`src/rtl/alu_serial_seq.sv`:
```
// Bit-serial eight-function ALU: one bit-slice evaluated per clock, LSB first.
// Accepts one operation per start/done handshake; result/cout/zero are registered.
module alu_serial_seq #(
  parameter int WIDTH = 8
) (
  input  logic             clk,
  input  logic             rst_n,
  input  logic             start,
  input  logic [2:0]       op,
  input  logic [WIDTH-1:0] a,
  input  logic [WIDTH-1:0] b,
  output logic             busy,
  output logic             done,
  output logic [WIDTH-1:0] result,
  output logic             cout,
  output logic             zero
);

  localparam int CNT_W = (WIDTH > 1) ? $clog2(WIDTH) : 1;

  typedef enum logic [1:0] {
    IDLE = 2'b00,
    RUN  = 2'b01,
    DONE = 2'b10
  } state_t;

  state_t             state, state_nx;
  logic [WIDTH-1:0]   a_sr, b_sr, res_sr;
  logic [2:0]         op_r;
  logic               carry;
  logic [CNT_W-1:0]   cnt;
  logic               last_bit;
  logic               sum_bit, carry_nx;
  logic [WIDTH-1:0]   word;

  // Returns {carry_out, sum} for one bit; carry only evolves for the add/sub rows.
  function automatic logic [1:0] alu_slice(input logic [2:0] f, input logic x,
                                           input logic y, input logic c);
    logic yy;
    yy = f[0] ? ~y : y;
    case (f[2:1])
      2'b00:   alu_slice = {(x & yy) | (x & c) | (yy & c), x ^ yy ^ c};
      2'b01:   alu_slice = {c, x | yy};
      2'b10:   alu_slice = {c, x & yy};
      default: alu_slice = {c, f[0] ? ~y : ~x};
    endcase
  endfunction

  always_comb begin
    {carry_nx, sum_bit} = alu_slice(op_r, a_sr[0], b_sr[0], carry);
    word     = {sum_bit, res_sr[WIDTH-1:1]};
    last_bit = (cnt == CNT_W'(WIDTH - 1));
  end

  assign busy = (state == RUN);
  assign done = (state == DONE);

  always_ff @(posedge clk or negedge rst_n) begin
    if (!rst_n) state <= IDLE;
    else        state <= state_nx;
  end

  always_comb begin
    state_nx = state;
    case (state)
      IDLE:    if (start) state_nx = RUN;
      RUN:     if (last_bit) state_nx = DONE;
      DONE:    state_nx = start ? RUN : IDLE;
      default: state_nx = IDLE;
    endcase
  end

  always_ff @(posedge clk or negedge rst_n) begin
    if (!rst_n) begin
      a_sr   <= '0;
      b_sr   <= '0;
      res_sr <= '0;
      op_r   <= '0;
      carry  <= 1'b0;
      cnt    <= '0;
      result <= '0;
      cout   <= 1'b0;
      zero   <= 1'b0;
    end else begin
      case (state)
        RUN: begin
          res_sr <= word;
          a_sr   <= a_sr >> 1;
          b_sr   <= b_sr >> 1;
          carry  <= carry_nx;
          cnt    <= cnt + 1'b1;
          // Final slice: publish the assembled word alongside the completion pulse.
          if (last_bit) begin
            result <= word;
            cout   <= carry_nx;
            zero   <= (word == '0);
          end
        end
        default: begin
          // IDLE and DONE both accept a new operation (DONE gives back-to-back).
          if (start) begin
            a_sr  <= a;
            b_sr  <= b;
            op_r  <= op;
            carry <= op[0];
            cnt   <= '0;
          end
        end
      endcase
    end
  end

endmodule
```
`config.mk`:
```
export PLATFORM = sky130hd
export DESIGN_NAME = alu_serial_seq
export DESIGN_NICKNAME = d
export VERILOG_FILES = /design/src/rtl/alu_serial_seq.sv
export SDC_FILE = /design/constraint.sdc
export NUM_CORES = 1
export LEC_CHECK = 0
export CAP_MARGIN = 10
export CORE_MARGIN = 3
export CORE_UTILIZATION = 42
export DETAILED_ROUTE_END_ITERATION = 16
export GPL_ROUTABILITY_DRIVEN = 0
export PLACE_DENSITY_LB_ADDON = 0.25
export SYNTH_ARGS = -nofsm -noshare
export SYNTH_HDL_FRONTEND = slang
export SYNTH_SLANG_ARGS = --single-unit
```
`constraint.sdc`:
```
create_clock -name clk -period 2.3 [get_ports clk]
set_input_delay 0.23 -clock clk [delete_from_list [all_inputs] [get_ports clk]]
set_output_delay 0.23 -clock clk [all_outputs]
set_load 0.005 [all_outputs]
```
==> results.txt <==
The mean cell area of the mapped netlist came out at 11.2 µm². Buffers added to address setup during post-CTS repair amount to 0. The source-to-sink clock delay at the later pin of the worst-skew pair came out at 0.29 ns.

TritonCTS built the clock tree. STA puts the critical path data required time at 2.48 ns. The total vias in the final route came out at 1281. The number of routed nets with antenna violations is 0. The number of buffer cells added on primary ports came out at 33.

The total negative slack came out at 0 ns. The largest net degree at the start of global routing came out at 43. The final period demand of the worst path came out at 1.96 ns. The relative max-transition margin is 39.0%.

The total nets after synthesis is 193. The arrival time at the worst endpoint came out at 2.13 ns. The areal power density over the cells is 1210 nW/µm². The number of filler cells placed in the layout came out at 382. In this run the standard cell core region covers 4140 µm². The top-level I/O count came out at 34. The number of clock sinks is 42. The wire length of the first global-routing pass is 5810 µm. In the final design database the tool counted 228 nets. The number of antenna cells inserted came out at 0. The share of the synthesized area in the top cell type is 56.5%. The placed instance area came out at 2250 µm². The post-route cell area is 2340 µm². The fraction of final layout cells with drive strength greater than 1 came out at 13.9%.

The initial antenna violation count came to 0. Buffers inserted to repair hold after CTS numbered 0. The startpoint type of the worst setup path is a flip-flop. The tool flagged a number of max-cap violations equal to 0. The setup path with the least slack is of type reg2reg. The clock root buffer is sky130_fd_sc_hd__clkbuf_8. The growth of design area from synthesis to finish came out at 26.0%. The floorplan die height came out at 72.6 µm. After synthesis, the cell types taking the most area are sky130_fd_sc_hd__dfrtp_1 (56%), sky130_fd_sc_hd__mux2i_1 (9.1%), sky130_fd_sc_hd__nand2_1 (7.9%), sky130_fd_sc_hd__mux2_2 (7.3%), sky130_fd_sc_hd__o21ai_0 (4.6%).

The number of buffers on the longest clock path is 2. The via density per instance is 5.08. The run finished with clean final reports.

The total detailed-routing wirelength came out at 3400 µm. Detailed placement finished with a half-perimeter wire length of 2490 µm. The proportion of synthesized chip area in sequential cells came out at 56.5%. The average wire per standard cell is 13.5 µm. The max-slew violation count came out at 0. For this run, design rule violations remaining after detail routing come to 0. The count of final hold-check violations came out at 0. The worst clock skew on the final layout is 0.00644 ns. The maximum achievable frequency is 511 MHz.

The horizontal die dimension is 72.6 µm. The number of global-route vias before repair came to 1340. The distinct cell type count after synthesis is 26. The effective utilization at floorplan came out at 44.9%.

The register cell area after layout is 1050 µm². The detailed router's first-iteration violation count is 75. Setup repair after global routing left no endpoint under its margin. The largest total area in the synthesized netlist belongs to sky130_fd_sc_hd__dfrtp_1.

VDD sags by at most 0.456 mV. The kind of end point of the critical path is a flip-flop. The cell area after technology mapping is 1860 µm².

Gates resized during post-CTS repair numbered 0. The number of flip-flops and latches in the synthesized netlist came out at 42. The instance count of the mapped netlist is 166. At the pin with the least slew margin, the transition time is 0.915 ns.

The area of the die is 5260 µm². Across every metal layer, demand over resource in global routing totals 14.2%. The maximum fanout along the worst path came out at 3. The multi-input combinational cells in the finished layout cover a total of 749 µm². The number of search-and-repair iterations in the first detailed-routing pass came out at 5. The type of the most critical hold path is in2async. The final clock period utilization by the worst path came out at 85.1%. After floorplanning, the core was divided into 23 placement rows. The top cell types in the final layout, fill and taps aside, are sky130_fd_sc_hd__dfrtp_1 (42), sky130_fd_sc_hd__nand2_1 (39), sky130_fd_sc_hd__clkdlybuf4s50_1 (32), sky130_fd_sc_hd__mux2i_1 (17), sky130_fd_sc_hd__o21ai_0 (17). The leakage dissipation is 1.11 nW. The number of failing setup endpoints in the final timing report is 0. For this run, the number of Yosys warnings is 0. The clock slew at the register clock pins of the worst setup and hold paths is 0.07 ns. Leaving out fill and tap cells, the most frequent cell in the layout is sky130_fd_sc_hd__dfrtp_1. The overall overflow remaining after global route is 0. The H-tree depth came out at 2. The number of buffers created by CTS is 5.
-- per-layer routing --
layer	share of wire, %	track usage (%)	up-vias
met5	0	0	-
met1	44	17.0	626
met2	51	23.9	26
met3	5.1	5.26	2
li1	-	-	627
met4	0.38	3.89	0
-- path summary, 6_finish.rpt --
path | start | endpoint | slack, ns | cells after the start
worst max register to register | b_sr[0] | zero | 0.34 | 5
worst min register to register | a_sr[2] | a_sr[1] | 0.48 | 2
max in group asynchronous | rst_n | a_sr[4] | 1.66 | 1
min in group clk | a_sr[2] | a_sr[1] | 0.48 | 2
worst min-delay path | rst_n | result[6] | 0.07 | 1
worst max-delay path | b_sr[0] | zero | 0.34 | 5
-- state kept, by name (all words and copies together), names as in the netlist --
| name | count |
|---|---|
| cout | 1 |
| a_sr | 8 |
| carry | 1 |
| state | 2 |
| op_r | 3 |
| b_sr | 8 |
| cnt | 3 |
| zero | 1 |
| res_sr | 7 |
| result | 8 |
-- power breakdown --
| group | leakage [nW] | internal [W] | total (W) | switching, W |
|---|---|---|---|---|
| Clock | 0.0472 | 0.000241 | 0.000483 | 0.000242 |
| Combinational | 0.532 | 0.000587 | 0.00109 | 0.000504 |
| Sequential | 0.530 | 0.00106 | 0.00127 | 0.000208 |
-- cell usage after synthesis --
library cell and n:
sky130_fd_sc_hd__a22o_1 1, sky130_fd_sc_hd__buf_2 3, sky130_fd_sc_hd__clkbuf_1 5, sky130_fd_sc_hd__dfrtp_1 42, sky130_fd_sc_hd__fa_1 1, sky130_fd_sc_hd__ha_1 4, sky130_fd_sc_hd__inv_1 6, sky130_fd_sc_hd__inv_2 1
sky130_fd_sc_hd__mux2_2 12, sky130_fd_sc_hd__mux2_4 1, sky130_fd_sc_hd__mux2i_1 17, sky130_fd_sc_hd__mux4_2 1, sky130_fd_sc_hd__nand2_1 39, sky130_fd_sc_hd__nand2b_1 1, sky130_fd_sc_hd__nand3_1 2, sky130_fd_sc_hd__nand3b_1 1
sky130_fd_sc_hd__nor2_1 3, sky130_fd_sc_hd__nor2b_1 1, sky130_fd_sc_hd__nor3_1 1, sky130_fd_sc_hd__o21ai_0 17, sky130_fd_sc_hd__o21ai_1 2, sky130_fd_sc_hd__o221a_2 1, sky130_fd_sc_hd__o22ai_1 1, sky130_fd_sc_hd__or3_1 1
sky130_fd_sc_hd__or4_1 1, sky130_fd_sc_hd__xor2_1 1
-- layout make-up --
type / instances / share of cell area (%)
flip-flops and latches: 42 / 44.8
multi-input cells: 109 / 32.0
repair buffers: 36 / 15.4
clock buffers: 6 / 3.52
well taps: 50 / 2.67
inverters: 7 / 1.12
clock inverters: 2 / 0.534
-- stage by stage --
stage / cells / util [%] / hold WS (ns) / power (W) / setup WS, ns
2_1_floorplan: 166 / - / -0.0656 / 0.00195 / 0.466
3_3_place_gp: 244 / 54.3 / 0.408 / 0.00232 / 0.427
3_5_place_dp: 244 / 54.3 / 0.420 / 0.00240 / 0.358
4_1_cts: 252 / 56.6 / 0.101 / 0.00290 / 0.336
5_1_grt: 252 / 56.6 / 0.148 / 0.00309 / 0.277
6_report: 252 / 56.6 / 0.0737 / 0.00284 / 0.344
-- worst max-delay path, cell delays in order (launching register included) --
cell and delay (ns):
sky130_fd_sc_hd__dfrtp_1 0.41, sky130_fd_sc_hd__xor2_1 0.22, sky130_fd_sc_hd__inv_1 0.10, sky130_fd_sc_hd__fa_1 0.43, sky130_fd_sc_hd__mux4_2 0.49, sky130_fd_sc_hd__a22o_1 0.19
-- cell families after synthesis --
kind of cell / synth area share, %
and+or+nand+nor: 11.1
DFF: 56.5
muxes: 18.4
AOI/OAI and AO/OA: 6.52
buffers and inverters: 3.23
adders and majority gates: 3.77
xor gates and xnor gates: 0.471
No activity file was read; power rests on OpenSTA's default activity.
